### config.mk
export PLATFORM = sky130hd
export DESIGN_NAME = lcd_fb_ctrl_flat
export DESIGN_NICKNAME = d
export VERILOG_FILES = /design/src/rtl/lcd_fb_if.sv /design/src/rtl/lcd_fb_ctrl.sv /design/src/flat_wrapper.sv
export SDC_FILE = /design/constraint.sdc
export NUM_CORES = 1
export LEC_CHECK = 0
export CAP_MARGIN = 0
export CORE_ASPECT_RATIO = 1.2
export CORE_MARGIN = 5
export CORE_UTILIZATION = 45
export DETAILED_ROUTE_END_ITERATION = 8
export DONT_BUFFER_PORTS = 1
export PLACE_DENSITY = 0.68
export SLEW_MARGIN = 10
export SYNTH_ARGS = -nofsm -noshare
export SYNTH_HDL_FRONTEND = slang
export SYNTH_SLANG_ARGS = --single-unit
### constraint.sdc
create_clock -name clk -period 7.3 [get_ports clk]
set_clock_uncertainty 0.1 [all_clocks]
set_input_delay 1.46 -clock clk [delete_from_list [all_inputs] [get_ports clk]]
set_output_delay 1.46 -clock clk [all_outputs]
set_load 0.005 [all_outputs]
### src/rtl/lcd_fb_if.sv
// rtl/lcd_fb_if.sv - pixel input and frame-buffer write port bundle
interface lcd_fb_if #(
    parameter int AW = 16
);
    logic          pix_valid;
    logic [14:0]   pix_data;
    logic          wr_en;
    logic [AW-1:0] wr_addr;
    logic [14:0]   wr_data;

    // master is the write controller: consumes pixels, drives the buffer write port
    modport master (
        input  pix_valid, pix_data,
        output wr_en, wr_addr, wr_data
    );
    modport slave (
        output pix_valid, pix_data,
        input  wr_en, wr_addr, wr_data
    );
endinterface

### src/rtl/lcd_fb_ctrl.sv
// rtl/lcd_fb_ctrl.sv - write-side controller for a double-banked LCD frame buffer
module lcd_fb_ctrl #(
    parameter int          WIDTH       = 160,
    parameter int          HEIGHT      = 144,
    parameter int          AW          = 16,
    parameter logic [14:0] BLANK_COLOR = 15'h7FFF
) (
    input  logic         clk,
    input  logic         reset,
    input  logic         lcd_on_i,
    input  logic [1:0]   lcd_mode_i,
    input  logic         disp_vsync_i,
    lcd_fb_if.master     fb,
    output logic         rd_bank_o,
    output logic         frame_done_o,
    output logic [7:0]   tear_cnt_o,
    output logic         ovf_o
);
    localparam int NPIX = WIDTH * HEIGHT;
    localparam int PW   = $clog2(NPIX + 1);

    typedef enum logic [1:0] {S_CLEAR, S_OFF, S_ACTIVE, S_VBLANK} state_e;

    state_e        state_q;
    logic [PW-1:0] ptr_q;
    logic          wr_bank_q, rd_bank_q, pending_q;
    logic          wr_en_q, frame_done_q, ovf_q;
    logic [AW-1:0] wr_addr_q;
    logic [14:0]   wr_data_q;
    logic [7:0]    tear_q;

    logic          running, in_active, pix_ok, vsync_swap, forced_swap, swap;
    logic          bank_d, frame_full;
    logic [PW-1:0] ptr_inc, cnt_d;

    function automatic logic [AW-1:0] fb_addr(input logic bank, input logic [PW-1:0] p);
        return AW'(p) + (bank ? AW'(NPIX) : AW'(0));
    endfunction

    assign running     = lcd_on_i && (state_q == S_ACTIVE || state_q == S_VBLANK);
    assign in_active   = lcd_on_i && (state_q == S_ACTIVE);
    assign pix_ok      = in_active && fb.pix_valid && (ptr_q != PW'(NPIX));
    assign vsync_swap  = running && pending_q && disp_vsync_i;
    // first pixel of a new frame while the finished one was never shown: tear it over
    assign forced_swap = in_active && pending_q && fb.pix_valid && (ptr_q == '0) && !disp_vsync_i;
    assign swap        = vsync_swap || forced_swap;
    assign bank_d      = swap ? ~wr_bank_q : wr_bank_q;
    assign ptr_inc     = ptr_q + PW'(1);
    assign cnt_d       = pix_ok ? ptr_inc : ptr_q;
    assign frame_full  = (cnt_d == PW'(NPIX));

    always_ff @(posedge clk) begin
        if (reset) begin
            state_q      <= S_CLEAR;
            ptr_q        <= '0;
            wr_bank_q    <= 1'b0;
            rd_bank_q    <= 1'b1;
            pending_q    <= 1'b0;
            wr_en_q      <= 1'b0;
            wr_addr_q    <= '0;
            wr_data_q    <= '0;
            frame_done_q <= 1'b0;
            tear_q       <= '0;
            ovf_q        <= 1'b0;
        end else begin
            wr_en_q      <= 1'b0;
            frame_done_q <= 1'b0;
            case (state_q)
                S_CLEAR: begin
                    wr_en_q   <= 1'b1;
                    wr_addr_q <= fb_addr(wr_bank_q, ptr_q);
                    wr_data_q <= BLANK_COLOR;
                    if (ptr_q == PW'(NPIX - 1)) begin
                        rd_bank_q <= wr_bank_q;
                        wr_bank_q <= ~wr_bank_q;
                        pending_q <= 1'b0;
                        ptr_q     <= '0;
                        state_q   <= lcd_on_i ? S_ACTIVE : S_OFF;
                    end else begin
                        ptr_q <= ptr_inc;
                    end
                end
                S_OFF: begin
                    if (lcd_on_i) begin
                        state_q <= S_ACTIVE;
                        ptr_q   <= '0;
                    end
                end
                S_ACTIVE, S_VBLANK: begin
                    if (!lcd_on_i) begin
                        state_q <= S_CLEAR;
                        ptr_q   <= '0;
                    end else begin
                        if (swap) begin
                            rd_bank_q <= wr_bank_q;
                            wr_bank_q <= ~wr_bank_q;
                            pending_q <= 1'b0;
                            if (forced_swap && tear_q != 8'hFF)
                                tear_q <= tear_q + 8'd1;
                        end
                        if (state_q == S_ACTIVE) begin
                            if (pix_ok) begin
                                wr_en_q   <= 1'b1;
                                wr_addr_q <= fb_addr(bank_d, ptr_q);
                                wr_data_q <= fb.pix_data;
                                ptr_q     <= ptr_inc;
                            end else if (fb.pix_valid) begin
                                ovf_q <= 1'b1;
                            end
                            if (lcd_mode_i == 2'd1) begin
                                state_q <= S_VBLANK;
                                ptr_q   <= '0;
                                if (frame_full) begin
                                    frame_done_q <= 1'b1;
                                    pending_q    <= 1'b1;
                                end
                            end
                        end else if (lcd_mode_i != 2'd1) begin
                            state_q <= S_ACTIVE;
                        end
                    end
                end
                default: state_q <= S_CLEAR;
            endcase
        end
    end

    assign fb.wr_en     = wr_en_q;
    assign fb.wr_addr   = wr_addr_q;
    assign fb.wr_data   = wr_data_q;
    assign rd_bank_o    = rd_bank_q;
    assign frame_done_o = frame_done_q;
    assign tear_cnt_o   = tear_q;
    assign ovf_o        = ovf_q;
endmodule

### src/flat_wrapper.sv
// flat-port wrapper written by rule: the top's interface ports become plain ports
module lcd_fb_ctrl_flat 
#(
    parameter int          WIDTH       = 160,
    parameter int          HEIGHT      = 144,
    parameter int          AW          = 16,
    parameter logic [14:0] BLANK_COLOR = 15'h7FFF
)
  (clk, reset, lcd_on_i, lcd_mode_i, disp_vsync_i, rd_bank_o, frame_done_o, tear_cnt_o, ovf_o, fb_pix_valid, fb_pix_data, fb_wr_en, fb_wr_addr, fb_wr_data);
  lcd_fb_if #(.AW(AW)) fb_i ();
  input  logic clk;
  input  logic reset;
  input  logic lcd_on_i;
  input  logic [1:0] lcd_mode_i;
  input  logic disp_vsync_i;
  output logic rd_bank_o;
  output logic frame_done_o;
  output logic [7:0] tear_cnt_o;
  output logic ovf_o;
  input wire logic [$bits(fb_i.pix_valid)-1:0] fb_pix_valid;
  input wire logic [$bits(fb_i.pix_data)-1:0] fb_pix_data;
  output wire logic [$bits(fb_i.wr_en)-1:0] fb_wr_en;
  output wire logic [$bits(fb_i.wr_addr)-1:0] fb_wr_addr;
  output wire logic [$bits(fb_i.wr_data)-1:0] fb_wr_data;
  assign fb_i.pix_valid = fb_pix_valid;
  assign fb_i.pix_data = fb_pix_data;
  assign fb_wr_en = fb_i.wr_en;
  assign fb_wr_addr = fb_i.wr_addr;
  assign fb_wr_data = fb_i.wr_data;
  lcd_fb_ctrl #(.WIDTH(WIDTH), .HEIGHT(HEIGHT), .AW(AW), .BLANK_COLOR(BLANK_COLOR)) u_core (.clk(clk), .reset(reset), .lcd_on_i(lcd_on_i), .lcd_mode_i(lcd_mode_i), .disp_vsync_i(disp_vsync_i), .fb(fb_i), .rd_bank_o(rd_bank_o), .frame_done_o(frame_done_o), .tear_cnt_o(tear_cnt_o), .ovf_o(ovf_o));
endmodule
; ---- After elaboration in Yosys (flattened, before gate mapping)
; Cells that the tools add are included.
[op_classes]
add_sub_neg = 4
n_eq_ne = 18
muxes = 45
n_bitwise = 6
reduce_logical = 26
[ops]
columns = operator, count
row1 = $mux W15, 11
row2 = $mux W16, 3
row3 = $pmux W15 S3, 1
row4 = $add A15 B16 Y16, 2
row5 = $pmux W16 S2, 1
row6 = $eq A15 B15 Y1 const B, 2
row7 = $pmux W15 S2, 1
row8 = $mux W1, 16
row9 = $reduce_and A4 Y1, 4
row10 = $add A15 B1 Y15 const B, 1
row11 = $logic_not A15 Y1, 1
row12 = $ne A15 B15 Y1 const B, 1
row13 = $mux W2, 7
row14 = $logic_and A1 B1 Y1, 11
row15 = $ne A2 B1 Y1 const B, 5
row16 = $add A8 B1 Y8 const B, 1
row17 = $ne A8 B8 Y1 const B, 1
row18 = $pmux W1 S2, 4
row19 = $not A1 Y1, 6
row20 = $pmux W2 S3, 1
row21 = $reduce_and A5 Y1, 1
row22 = $reduce_or A5 Y1, 1
row23 = $eq A2 B1 Y1 const B, 2
row24 = $eq A2 B2 Y1 const B, 2
row25 = 11 further kinds, 13
[totals]
reg_bits = 62
input_bits = 22

; ---- Longest topological paths before layout
[logic_depth]
depth_word = 14
ltp_mapped = 13

; ---- Worst setup path after synthesis
; No wires, ideal clock.
[synth_path]
path_kind = in2reg
start = input fb_pix_valid
end = register u_core.wr_addr_q[14] (netlist: u_core.fb.wr_addr[14])
setup_ns = 0.086
arrival_time_ns = 3.659
slack_ns = 3.456
path_stages = 11
n_path_buf = 1
cell_sequence = and4b_1 clkbuf_1 nand3_1 o21ai_0 xnor2_1 ha_1 a31oi_1 nor2b_1 o21ai_0 xor2_1 a211oi_1
[synth_via]
elab_chain_cells = 11
word_cells_on_any_way = 15
cone_classes = add/sub (1) / eq/ne (1) / mux (6) / reduce/logical (7)
[synth_lines]
columns = element, line_no
row1 = "start, declared", flat_wrapper.sv:20  ; input wire logic [$bits(fb_i.pix_valid)-1:0] fb_pix_valid;
row2 = $logic_and A1 B1 Y1 (3 in series), lcd_fb_ctrl.sv:45  ; assign forced_swap = in_active && pending_q && fb.pix_valid && (ptr_q == '0) && !disp_vsync_i;
row3 = $logic_or A1 B1 Y1, lcd_fb_ctrl.sv:46  ; assign swap = vsync_swap || forced_swap;
row4 = $mux W1, lcd_fb_ctrl.sv:47  ; assign bank_d = swap ? ~wr_bank_q : wr_bank_q;
row5 = $mux W15, lcd_fb_ctrl.sv:37  ; return AW'(p) + (bank ? AW'(NPIX) : AW'(0));
row6 = $add A15 B16 Y16, lcd_fb_ctrl.sv:37
row7 = $mux W16, lcd_fb_ctrl.sv:102  ; if (pix_ok) begin
row8 = $mux W16, lcd_fb_ctrl.sv:101  ; if (state_q == S_ACTIVE) begin
row9 = $mux W16, lcd_fb_ctrl.sv:90  ; if (!lcd_on_i) begin
row10 = $pmux W16 S2, lcd_fb_ctrl.sv:68  ; case (state_q)
row11 = "end signal, assigned", lcd_fb_ctrl.sv:71  ; wr_addr_q <= fb_addr(wr_bank_q, ptr_q);
row12 = "end signal, assigned", lcd_fb_ctrl.sv:104  ; wr_addr_q <= fb_addr(bank_d, ptr_q);
row13 = "end, declared", lcd_fb_ctrl.sv:28  ; logic [AW-1:0] wr_addr_q;
; Parallel ways exist; a longest one is shown, timed or not. The select of a mux whose other input is x is not followed.
; A chain may end at the register's enable or synchronous reset.

; ---- Final worst setup path
; Ends and elaborated chain as after synthesis.

==> flow_summary.json <==
{
  "outcome": "finished clean",
  "worstMarginPinSlew_ns": 1.21,
  "grt-ovfl-total": 0,
  "nets": 411,
  "viasPerCell": 6.04,
  "wl_per_cell_um": 17.2,
  "coreArea_mm2": 0.00690,
  "synth_cell_types": 52,
  "synthFlopType": "dfxtp_1",
  "clock_latency_ns": 0.35,
  "die-width_um": 87.1,
  "cts_tree": "yes",
  "rows": 33,
  "arrival_ns": 3.87,
  "placed_area_mm2": 0.00317,
  "cts_resized": 0,
  "numCtsBuffers": 9,
  "route.vias.total": 2851,
  "cpPeakStageDelay_ns": 0.38,
  "cts_setup_buffers": 0,
  "antenna_found_initial": 0,
  "slew-limit-headroom_pct": 19.2,
  "synth_warnings": 0,
  "antenna_cells": 0,
  "post-route-min-period_ns": 3.70,
  "initial_utilization_pct": 46.5,
  "p_leak_nw": 1.24,
  "multiInputGateArea_mm2": 0.00180,
  "final_common_cell": "dfxtp_1",
  "async_flop_share_pct": 0,
  "end_kind": "register",
  "drive_above_1_share_pct": 8.31,
  "io_buffers": 0,
  "path_clk_slew_ns": 0.07,
  "die_height_um": 102,
  "cts_htree_levels": 3,
  "dieArea_mm2": 0.00892,
  "ys_seq_area_share_pct": 38.7,
  "synth_edf_count": 0,
  "fin_area_mm2": 0.00344,
  "area_delta_synth_final_pct": 7.29,
  "finalHoldViolations": 0,
  "grt_pass1_wl_mm": 13.3,
  "place_congestion": 0.927,
  "setup_viol": 0,
  "grt_pass1_vias": 2672,
  "ir_drop_v": 0.000138,
  "fin_tns_setup_ns": 0,
  "cts_root_buf": "clkbuf_8",
  "p_per_area_mw_per_mm2": 226,
  "clock.fmax_mhz": 270,
  "synth_nets": 430,
  "cp.required_ns": 7.47,
  "cts.sinks": 62,
  "drtAntennaViolNets": 0,
  "critPathLaunchType": "input port",
  "regArea_mm2": 0.00124,
  "cts_hold_buf": 0,
  "worstPathMaxFanout": 9,
  "reg2reg_slack_ns": 4.07,
  "critPathSlowestCell": "and4b_1",
  "rsz0062_at_grt": "no",
  "synth_cells": 399,
  "hp-class": "register to register",
  "ys_ff_latch": 62,
  "dp_cells": 456,
  "dp_hpwl_mm": 5.52,
  "syn_avg_cell_area_um2": 8.04,
  "slew_viol_final": 0,
  "crit_top_cell": "o21ai_0",
  "crit_chain": "and4b_1, nand3_1, o21ai_0, xnor2_1, ha_1, a31oi_1, nor2b_1, o21ai_0, xor2_1, a211oi_1",
  "firstDrtPassIters": 4,
  "power_uw": 777,
  "drc": 0,
  "critical_path_class": "input port to register",
  "cts_buffer_depth": 2,
  "synth_area_mm2": 0.00321,
  "max_cap_violations": 0,
  "final_cells": 472,
  "finalCritPeriodShare_pct": 50.7,
  "io_pins": 65,
  "fill_cells": 672,
  "final_util_pct": 49.9,
  "totalWireLength_mm": 8.12,
  "track_usage_pct": 19.0,
  "drtIter0Drc": 250,
  "final_cell_mix": "dfxtp_1 (62), nand2_1 (47), nor3_1 (46)",
  "grt_max_degree": 63
}
-- metrics by stage --
step | hold slack (ns) | setup WS [ns]
floorplan | 0.348 | 3.46
global placement | 0.352 | 3.31
detailed placement | 0.359 | 3.24
CTS | 0.368 | 3.60
global route | 0.386 | 3.31
finish | 0.365 | 3.60
-- state kept, by name, summed over array words and instances (netlist names), 2 cells and up --
| register | flops |
|---|---|
| u_core.fb.wr_addr | 16 |
| u_core.state_q | 2 |
| u_core.ptr_q | 15 |
| u_core.fb.wr_data | 15 |
| u_core.tear_cnt_o | 8 |
-- routing by layer --
metal	vias up	part of all wire (%)	routed length, um	track usage [%]
met2	91	49	3960	31.6
met3	15	7.0	567	5.92
met4	0	2.3	185	7.43
li1	1393	-	-	-
met5	-	0	0	0
met1	1352	42	3400	22.7
-- final timing paths --
| path | start | to | cells after the start |
|---|---|---|---|
| max reg2reg | u_core.ptr_q[0] | u_core.fb.wr_addr[14] | 12 |
| max | fb_pix_valid | u_core.fb.wr_addr[14] | 10 |
| min | u_core.fb.wr_addr[7] | u_core.fb.wr_addr[7] | 2 |
| min reg2reg | u_core.fb.wr_addr[7] | u_core.fb.wr_addr[7] | 2 |
-- Yosys cell counts, types with 2 or more instances --
cell      count  share of area (%)
dfxtp_1      62                 39
nand2_1      47                5.5
nor3_1       46                7.2
a21oi_1      39                6.1
nor2_1       38                4.4
nand3_1      16                2.5
buf_2        13                2.0
clkbuf_1     13                1.5
o21ai_0      10                1.6
xnor2_1      10                2.7
xor2_1       10                2.7
ha_1          9                3.5
nand4_1       9                1.8
nor4_1        7                1.4
a211oi_1      6                1.4
and3_1        6                1.2
inv_1         6               0.70
a31oi_1       5               0.98
a31o_2        3               0.82
a41oi_1       3               0.82
nor2b_1       3               0.59
a21o_1        2               0.47
and4_1        2               0.55
and4b_1       2               0.62
buf_4         2               0.47
nand3b_1      2               0.47
nand4b_1      2               0.55
nor2_2        2               0.39
-- cell families (layout without fill, tap and decap cells) --
kind of cell	count (synthesis)	in the layout	synth area share [%]
AND/OR/NAND/NOR	193	193	31.4
AO/OA/AOI/OAI	77	77	15.1
flip-flops	62	62	38.7
buffers and inverters	36	22	5.19
XOR/XNOR	20	20	5.46
adder cells (fa/ha/maj)	9	9	3.51
multiplexers	2	2	0.663
-- final cells by class --
class                           instances  share of cell area, %
Multi-Input combinational cell        301                   52.3
Inverter                                6                  0.654
Clock buffer                            9                   3.60
Clock inverter                          7                   4.22
Tap cell                               87                   3.16
Sequential cell                        62                   36.1
-- where the power goes --
part / total (mW) / leakage, nW / internal [mW] / switching [mW]
clock: 0.409 / 0.130 / 0.263 / 0.146
combinational: 0.0149 / 0.600 / 0.00816 / 0.00677
sequential: 0.354 / 0.506 / 0.345 / 0.00845
total: 0.777 / 1.24 / 0.616 / 0.161
-- worst max-delay path, delay by kind of cell --
| kind | cells | cell delay (ns) |
|---|---|---|
| xor gates and xnor gates | 2 | 0.39 |
| adders and majority gates | 1 | 0.36 |
| AOI/OAI and AO/OA | 4 | 1.01 |
| and+or+nand+nor | 3 | 0.65 |
(Power assumes the default switching activity.)
